===== src/rtl/alu_pkg.sv =====
// alu_pkg: constants shared by the ALU front-end blocks (button indices,
// default debounce / auto-repeat timing at 100 MHz) and a small helper.
package alu_pkg;

  // Button channel indices on the Nexys board
  localparam int BTN_L = 0;
  localparam int BTN_C = 1;
  localparam int BTN_R = 2;

  // Default timing at 100 MHz
  localparam int DEBOUNCE_10MS       = 1000000;
  localparam int REPEAT_DELAY_500MS  = 50000000;
  localparam int REPEAT_PERIOD_100MS = 10000000;

  // Larger of two integers, used to size shared counters
  function automatic int max_int(input int a, input int b);
    return (a > b) ? a : b;
  endfunction

endpackage


===== src/rtl/btn_conditioner_if.sv =====
// btn_conditioner_if: groups the raw button inputs with their debounced
// level and press strobe.
//
// Handshake: there is no valid/ready pair. btn is sampled on every rising
// clock edge; level is a held value; pulse is a single-cycle strobe that the
// consumer must act on in the cycle it is high (no back-pressure).
interface btn_conditioner_if #(
  parameter int N = 3
);
  logic [N-1:0] btn;
  logic [N-1:0] level;
  logic [N-1:0] pulse;

  modport master (output btn, input level, input pulse);
  modport slave  (input btn, output level, output pulse);
endinterface


===== src/rtl/btn_debounce_ch.sv =====
// btn_debounce_ch: one button channel. Two-flop synchroniser, persistence
// counter, stable-level flop and registered press strobe.
// Optional feature macro: BTN_AUTOREPEAT_EN adds held-button auto-repeat
// strobes (first after REPEAT_DELAY, then every REPEAT_PERIOD cycles).
module btn_debounce_ch
  import alu_pkg::*;
#(
  parameter int DEBOUNCE_CYCLES = DEBOUNCE_10MS,
  parameter int REPEAT_DELAY    = REPEAT_DELAY_500MS,
  parameter int REPEAT_PERIOD   = REPEAT_PERIOD_100MS
) (
  input  logic               clk_i,
  input  logic               rst_ni,
  btn_conditioner_if.slave   ch
);

  localparam int            CW       = $clog2(DEBOUNCE_CYCLES);
  localparam logic [CW-1:0] CNT_LAST = CW'(DEBOUNCE_CYCLES - 1);

  logic          sync1_q, sync2_q;
  logic          stable_q, stable_d;
  logic [CW-1:0] cnt_q, cnt_d;
  logic          pulse_q, pulse_d;
  logic          accept;
  logic          rise;

  // Bring the asynchronous button into the clock domain
  always_ff @(posedge clk_i or negedge rst_ni) begin
    if (!rst_ni) begin
      sync1_q <= 1'b0;
      sync2_q <= 1'b0;
    end else begin
      sync1_q <= ch.btn;
      sync2_q <= sync1_q;
    end
  end

  // Persistence count: a change is accepted only after DEBOUNCE_CYCLES
  // consecutive samples that differ from the stable value
  always_comb begin
    cnt_d    = cnt_q;
    stable_d = stable_q;
    accept   = 1'b0;
    if (sync2_q == stable_q) begin
      cnt_d = '0;
    end else if (cnt_q == CNT_LAST) begin
      stable_d = sync2_q;
      cnt_d    = '0;
      accept   = 1'b1;
    end else begin
      cnt_d = cnt_q + 1'b1;
    end
  end

  assign rise = accept & sync2_q;

`ifdef BTN_AUTOREPEAT_EN
  localparam int            RW       = $clog2(max_int(REPEAT_DELAY, REPEAT_PERIOD));
  localparam logic [RW-1:0] DLY_LAST = RW'(REPEAT_DELAY - 1);
  localparam logic [RW-1:0] PER_LAST = RW'(REPEAT_PERIOD - 1);

  logic [RW-1:0] rep_cnt_q;
  logic          rep_first_q;
  logic          rep_fire;

  // A repeat never fires in the cycle the level is falling (accept while high)
  assign rep_fire = stable_q & ~accept &
                    (rep_cnt_q == (rep_first_q ? DLY_LAST : PER_LAST));

  // Repeat timer: restarts on the press, runs while held, cleared on release
  always_ff @(posedge clk_i or negedge rst_ni) begin
    if (!rst_ni) begin
      rep_cnt_q   <= '0;
      rep_first_q <= 1'b1;
    end else if (rise || !stable_q || accept) begin
      rep_cnt_q   <= '0;
      rep_first_q <= 1'b1;
    end else if (rep_fire) begin
      rep_cnt_q   <= '0;
      rep_first_q <= 1'b0;
    end else begin
      rep_cnt_q   <= rep_cnt_q + 1'b1;
    end
  end

  assign pulse_d = rise | rep_fire;
`else
  assign pulse_d = rise;
`endif

  // Register the stable level, counter and strobe so outputs are glitch-free
  always_ff @(posedge clk_i or negedge rst_ni) begin
    if (!rst_ni) begin
      stable_q <= 1'b0;
      cnt_q    <= '0;
      pulse_q  <= 1'b0;
    end else begin
      stable_q <= stable_d;
      cnt_q    <= cnt_d;
      pulse_q  <= pulse_d;
    end
  end

  assign ch.level = stable_q;
  assign ch.pulse = pulse_q;

endmodule


===== src/rtl/btn_conditioner.sv =====
// btn_conditioner: N_BTN independent debounced push-button channels, each
// producing a clean level and a one-cycle press strobe for the ALU loads.
// Optional feature macro: BTN_AUTOREPEAT_EN (auto-repeat while held).
module btn_conditioner
  import alu_pkg::*;
#(
  parameter int N_BTN           = 3,
  parameter int DEBOUNCE_CYCLES = DEBOUNCE_10MS,
  parameter int REPEAT_DELAY    = REPEAT_DELAY_500MS,
  parameter int REPEAT_PERIOD   = REPEAT_PERIOD_100MS
) (
  input  logic             CLK100MHZ,
  input  logic             CPU_RESETN,
  input  logic [N_BTN-1:0] i_btn,
  output logic [N_BTN-1:0] o_btn_level,
  output logic [N_BTN-1:0] o_btn_pulse
);

  // One channel per button; channels share nothing but clock and reset
  for (genvar g = 0; g < N_BTN; g++) begin : g_ch
    btn_conditioner_if #(.N(1)) ch_if ();

    assign ch_if.btn      = i_btn[g];
    assign o_btn_level[g] = ch_if.level;
    assign o_btn_pulse[g] = ch_if.pulse;

    btn_debounce_ch #(
      .DEBOUNCE_CYCLES (DEBOUNCE_CYCLES),
      .REPEAT_DELAY    (REPEAT_DELAY),
      .REPEAT_PERIOD   (REPEAT_PERIOD)
    ) u_ch (
      .clk_i  (CLK100MHZ),
      .rst_ni (CPU_RESETN),
      .ch     (ch_if.slave)
    );
  end

endmodule


===== config.mk =====
export PLATFORM = sky130hd
export DESIGN_NAME = btn_conditioner
export DESIGN_NICKNAME = d
export VERILOG_FILES = /design/src/rtl/alu_pkg.sv /design/src/rtl/btn_conditioner_if.sv /design/src/rtl/btn_debounce_ch.sv /design/src/rtl/btn_conditioner.sv
export SDC_FILE = /design/constraint.sdc
export NUM_CORES = 1
export LEC_CHECK = 0
export ABC_AREA = 1
export CAP_MARGIN = 15
export CELL_PAD_IN_SITES_DETAIL_PLACEMENT = 2
export CELL_PAD_IN_SITES_GLOBAL_PLACEMENT = 2
export CORE_MARGIN = 2
export CORE_UTILIZATION = 40
export DETAILED_ROUTE_END_ITERATION = 6
export GPL_TIMING_DRIVEN = 0
export PLACE_DENSITY = 0.95
export SETUP_SLACK_MARGIN = 0.02
export SYNTH_ARGS = -nofsm -noshare
export SYNTH_HDL_FRONTEND = slang
export SYNTH_SLANG_ARGS = --single-unit

===== constraint.sdc =====
create_clock -name CLK100MHZ -period 3.6 [get_ports CLK100MHZ]
set_input_delay 0.54 -clock CLK100MHZ [delete_from_list [all_inputs] [get_ports CLK100MHZ]]
set_output_delay 0.54 -clock CLK100MHZ [all_outputs]
set_load 0.01 [all_outputs]

==> metrics.md, run 1 <==
| Metric | Value |
|---|---|
| IO Count | 11 |
| DRT antenna net count | 0 |
| DP Area | 0.00430 mm^2 |
| # hold bufs at CTS | 0 |
| Post-Place Cells | 648 |
| Via density | 5.25 |
| Critical path launch point type | flop |
| Register area share after synthesis | 45.0% |
| Share of layout cells above drive strength 1 | 13.6% |
| # nets final | 534 |
| Root buf cell | clkbuf_8 |
| Worst-path clk slew | 80 ps |
| Clock buffer depth | 2 |
| F_max | 484 MHz |
| Post-synth cell types | 28 |
| CTS tree | built |
| Mean Syn Cell Area | 7.95 um^2 |
| Asr flop ratio synth | 100% |
| Setup repair after global routing missed its margin | false |
| Die ar. | 0.0108 mm^2 |
| Post-Synth XOR/XNOR Area | 7.81% |
| Number of synthesized flops with an enable pin | 0 |
| Crit-path cells | buf_4 > clkdlybuf4s50_1 |
| Setup crit end kind | output pin |
| Smallest setup slack after layout | 1530 ps |
| Pre-antenna DRT Iters | 4 |
| Drt initial violations | 76 |
| Post-Synth Simple-Gate Area | 37.6% |
| Final instance area | 0.00452 mm^2 |
| Total number of vias | 3,487 |
| Drt wl/cell | 20.3 um |
| Yosys Warn Count | 0 |
| Largest family of logic cells by synthesized area | simple AND/OR/NAND/NOR gates |
| Slew Limit Headroom | 64.8% |
| CP Max Fanout | 4 |
| Tot Pwr | 1.64 mW |
| Post-Route WL | 13,500 um |
| Worst path required time | 3060 ps |
| First-pass GRT wire length | 22,300 um |
| Grt ovf | 0 |
| Hold WS | 33.1 ps |
| # port buffers | 10 |
| Arrival time worst endpoint | 1530 ps |
| Placement Setup Slack | 1880 ps |
| Post-cts sizing count | 0 |
| Die height | 104 um |
| Tot GR Track Use | 26.7% |
| Syn Inst Count | 504 |
| Die width | 104 um |
| Initial antenna violation count | 0 |
| Post-CTS setup repair buffer count | 0 |
| Largest stage delay on the critical path | 520 ps |
| H-tree levels | 3 |
| CTS Buf Count | 9 |
| Final cycle utilization of the critical path | 57.4% |
| Post-Synth Adder-Cell Area | 0.937% |
| CTS Sinks | 72 |
| Final setup fails | 0 |
| Rows | 36 |
| Synthesized net count | 512 |
| Slowest-stage cell, CP | clkdlybuf4s50_1 |
| Final Core Density | 46.4% |
| RePlAce Congestion | 0.829 |
| Leak | 1.95 nW |
| Main synth FF type | dfrtp_1 |
| Final hold violation count | 0 |
| Hpwl dp | 10,200 um |
| Synthesized area | 0.00401 mm^2 |
| Sum Neg Setup Slack | 0 ps |
| Crit path kind | reg -> out |
| Antenna diodes | 0 |
| Synth Area in Compound Gates | 2.75% |
| Cell Count, Final, Fillers Out | 664 |
| HP Class | in -> async |
| Worst vdd ir | 0.209 mV |
| Setup Skew | 12.4 ps |
| Status | finished clean |
| Core area | 0.00973 mm^2 |
| Post-synthesis mux area share | 0% |
| Area grow syn2layout | 12.7% |
| Yosys reg bits | 72 |
| Initial core utilization | 41.2% |
| Post-layout min period | 2070 ps |
| Worst Max-Slew Pin Slew | 526 ps |
| Power Density | 363 mW/mm^2 |
| Max Cap Violations | 0 |
| Slew Limit Fails | 0 |
| Vias in the first global route | 4,177 |
| Largest net degree at the start of global routing | 55 |
| Skew-Pair Late Insertion Delay | 380 ps |
| DRC viols | 0 |
layer usage:
metal | global-route usage [%] | vias up | share of wire, %
li1 | - | 1620 | -
met2 | 49.0 | 56 | 54
met3 | 5.76 | 36 | 2.6
met4 | 10.4 | 0 | 2.8
met1 | 30.1 | 1775 | 40
met5 | 0 | - | 0
sequential cells by signal, summed over array words and instances (netlist names):
signal / flops
g_ch.u_ch.ch.level: 3
g_ch.u_ch.ch.pulse: 3
g_ch.u_ch.cnt_q: 60
g_ch.u_ch.sync1_q: 3
g_ch.u_ch.sync2_q: 3
cell type report:
class	count	area [um^2]
Inverter	50	188
Fill cell	1104	5210
Clock buffer	9	124
Tap cell	133	166
Timing Repair Buffer	11	125
Clock inverter	7	95.1
Multi-Input combinational cell	375	1970
Buffer	7	50.0
Sequential cell	72	1800
cells in the mapped netlist, types with 7 or more instances:
master,number,area share [%]
nor2_1,127,12
nand2_1,92,8.6
inv_1,44,4.1
xnor2_1,13,2.8
nor2_2,7,1.1
nand4_1,15,2.3
nand2_2,10,1.6
nor2_4,10,2.8
nand3_1,38,4.7
xor2_1,19,4.2
o21ai_1,10,1.2
dfrtp_1,72,45
logic make-up after synthesis:
logic type | Yosys count
xor+xnor | 34
simple gates | 318
flops | 72
compound gates | 20
buf+inv | 57
fa+ha+maj | 3
where the power goes:
group | total, mW | leakage [nW] | switching (mW) | internal [mW]
logic | 0.0662 | 0.855 | 0.0463 | 0.0200
registers | 0.830 | 0.985 | 0.0110 | 0.819
clock network | 0.742 | 0.110 | 0.351 | 0.391
critical path, delay by kind of cell (launching register included):
family | cells | cell delay [ps]
buffers and inverters | 2 | 670
DFF | 1 | 470
placed cells by master, fill, tap and decap left out, drive strengths merged:
cell	count
a21oi	7
a31oi	1
and2	2
buf	9
bufinv	2
clkbuf	9
clkdlybuf4s50	9
clkinv	3
clkinvlp	1
dfrtp	72
ha	3
inv	51
nand2	104
nand3	45
nand4	15
nor2	145
nor3	7
o21ai	10
o21bai	2
xnor2	13
xor2	21
path summary, 6_finish.rpt:
check	startpoint	end	slack, ps	depth (start not counted)
max	g_ch[0].u_ch.ch.level	o_btn_level[0]	1530	2
min	CPU_RESETN	g_ch[0].u_ch.cnt_q[16]	30	1
max reg2reg	g_ch[2].u_ch.cnt_q[0]	g_ch[2].u_ch.cnt_q[5]	1890	8
min reg2reg	g_ch[0].u_ch.sync1_q	g_ch[0].u_ch.sync2_q	370	0
max in group asynchronous	CPU_RESETN	g_ch[0].u_ch.ch.pulse	3000	2
min in group CLK100MHZ	g_ch[0].u_ch.sync1_q	g_ch[0].u_ch.sync2_q	370	0
Power figures use the tool's default switching activity.
==> run 2: changes to the inputs <==
--- a/config.mk
+++ b/config.mk
@@ -10,10 +10,10 @@
 export CELL_PAD_IN_SITES_DETAIL_PLACEMENT = 2
 export CELL_PAD_IN_SITES_GLOBAL_PLACEMENT = 2
 export CORE_MARGIN = 2
-export CORE_UTILIZATION = 40
+export CORE_UTILIZATION = 34
 export DETAILED_ROUTE_END_ITERATION = 6
 export GPL_TIMING_DRIVEN = 0
-export PLACE_DENSITY = 0.95
+export PLACE_DENSITY = 0.87
 export SETUP_SLACK_MARGIN = 0.02
 export SYNTH_ARGS = -nofsm -noshare
 export SYNTH_HDL_FRONTEND = slang
==> constraint.sdc (replaced) <==
create_clock -name CLK100MHZ -period 1.71 [get_ports CLK100MHZ]
set_input_delay 0.2565 -clock CLK100MHZ [delete_from_list [all_inputs] [get_ports CLK100MHZ]]
set_output_delay 0.2565 -clock CLK100MHZ [all_outputs]
set_load 0.01 [all_outputs]
==> run 2 against run 1 <==
Non-clock buffer count grew 4; hold slack gained 320 ps; clock power grew to 2.8 times the previous value; via count shrank 1.3%; largest cell class unchanged; combinational power grew 130%; utilization shrank 5.5 points; setup slack lost 1500 ps; power grew 140%; first-iteration DRC count grew 92%; global-route usage shrank 4.3 points.
==> metrics.md, run 2 (synthesis gave the netlist of run 1 again) <==
| Metric | Value |
|---|---|
| Status | finished clean |
| # port buffers | 10 |
| CTS Sinks | 72 |
| Commonest non-fill, non-tap cell in the layout | nor2_1 |
| Largest net degree at the start of global routing | 47 |
| Share of layout cells above drive strength 1 | 14.6% |
| Max Cap Violations | 0 |
| Most frequent cells in the layout | nor2_1, nand2_1, dfrtp_1 |
| # nets final | 538 |
| Hpwl dp | 8640 um |
| H-tree levels | 3 |
| Arrival time worst endpoint | 1380 ps |
| Slew Limit Headroom | 59.4% |
| Final cycle utilization of the critical path | 95.7% |
| CTS Buf Count | 9 |
| Crit path kind | reg -> out |
| RePlAce Congestion | 0.842 |
| Top reg by flops | g_ch.u_ch.cnt_q |
| Final setup fails | 0 |
| Hold WS | 352 ps |
| CP Max Fanout | 2 |
| DRT antenna net count | 0 |
| Worst-path clk slew | 60 ps |
| Tot GR Track Use | 22.4% |
| Die ar. | 0.0127 mm^2 |
| Final hold violation count | 0 |
| Area grow syn2layout | 17.1% |
| Die height | 113 um |
| IO Count | 11 |
| Leak | 2.03 nW |
| Critical path launch point type | flop |
| Initial antenna violation count | 0 |
| Die width | 113 um |
| Setup crit end kind | output pin |
| Clock buffer depth | 2 |
| Smallest setup slack after layout | 73.1 ps |
| Worst vdd ir | 0.740 mV |
| Post-Route WL | 13,100 um |
| Vias in the first global route | 4,026 |
| Drt wl/cell | 19.4 um |
| Root buf cell | clkbuf_16 |
| Skew-Pair Late Insertion Delay | 350 ps |
| Filler cells | 1,318 |
| Pre-antenna DRT Iters | 4 |
| Slew Limit Fails | 0 |
| HP Class | in -> reg |
| Largest register FFs | 60 |
| Drt initial violations | 146 |
| Grt ovf | 0 |
| Setup Skew | 8.55 ps |
| First-pass GRT wire length | 21,900 um |
| Initial core utilization | 34.9% |
| Total number of vias | 3,443 |
| Power Density | 852 mW/mm^2 |
| Placement Setup Slack | 85.3 ps |
| Core area | 0.0115 mm^2 |
| CTS tree | built |
| Rows | 39 |
| Antenna diodes | 0 |
| Worst path required time | 1450 ps |
| Via density | 5.08 |
| Worst Max-Slew Pin Slew | 607 ps |
| Post-layout min period | 1640 ps |
| Sum Neg Setup Slack | 0 ps |
| DRC viols | 0 |
| F_max | 611 MHz |
==> run 2: cell count changes in the layout (fill, tap and decap cells not counted), moves of 2 or more <==
| cell | previous run | this run |
|---|---|---|
| clkbuf_8 | 9 | 1 |
| nand2_2 | 10 | 8 |
| buf_4 | 7 | 10 |
| nand2_4 | 2 | 4 |
| clkbuf_16 | 0 | 9 |
==> run 2: layout make-up <==
| cell class | count | area (um^2) | share of cell area, % |
|---|---|---|---|
| multi-input cells | 375 | 1990 | 42.4 |
| flip-flops and latches | 72 | 1800 | 38.5 |
| repair buffers | 15 | 160 | 3.42 |
| clock buffers | 11 | 243 | 5.18 |
| clock inverters | 5 | 80.1 | 1.71 |
| plain buffers | 7 | 50.0 | 1.07 |
| well taps | 143 | 179 | 3.82 |
| inverters | 50 | 188 | 4.00 |
==> run 2: metal layers <==
layer / global-route usage [%] / up-vias / wire length, um / share of wire [%]
met1: 25.8 / 1771 / 5510 / 42
met3: 4.59 / 18 / 279 / 2.1
met2: 41.4 / 31 / 7120 / 54
li1: - / 1623 / - / -
met4: 7.15 / 0 / 238 / 1.8
met5: 0 / - / 0 / 0
==> run 2: worst paths after layout <==
| check | startpoint | to | slack, ps | depth (start not counted) |
|---|---|---|---|---|
| min in group asynchronous | CPU_RESETN | g_ch[1].u_ch.cnt_q[12] | 380 | 2 |
| min | i_btn[2] | g_ch[2].u_ch.sync1_q | 350 | 1 |
| min reg2reg | g_ch[2].u_ch.sync1_q | g_ch[2].u_ch.sync2_q | 360 | 0 |
| max | g_ch[2].u_ch.ch.level | o_btn_level[2] | 70 | 2 |
| max in group asynchronous | CPU_RESETN | g_ch[2].u_ch.ch.level | 750 | 3 |
| max reg2reg | g_ch[2].u_ch.cnt_q[0] | g_ch[2].u_ch.cnt_q[3] | 100 | 8 |
==> run 2: through the flow <==
step / std cells / util (%) / area (um^2) / power (mW)
3_5_place_dp: 658 / 37.6 / 4310 / 1.92
5_1_grt: 678 / 40.9 / 4690 / 4.12
4_1_cts: 676 / 40.6 / 4650 / 4.03
6_report: 678 / 40.9 / 4690 / 3.99
2_1_floorplan: 504 / - / 4010 / 1.84
3_3_place_gp: 657 / 37.4 / 4280 / 1.91
==> run 2: power by group <==
part	leakage [nW]	internal [mW]	total, mW	switching (mW)
logic	0.894	0.0461	0.149	0.103
clock network	0.152	1.32	2.09	0.775
registers	0.983	1.73	1.75	0.0250
total	2.03	3.09	3.99	0.903
==> run 2: worst max-delay path: stages, from the launching register on <==
cell and delay (ps):
dfrtp_2 420, buf_4 140, clkdlybuf4s50_1 470
==> run 2: timing repair <==
item | 4_1_cts | 5_1_grt
setup buffers | 1 | 2
pin swaps | 0 | 1
hold buffers | 1 | 0
resized for setup | 1 | 6
endpoints found under the hold margin | 26 | 0
setup endpoints to repair | 2 | 18
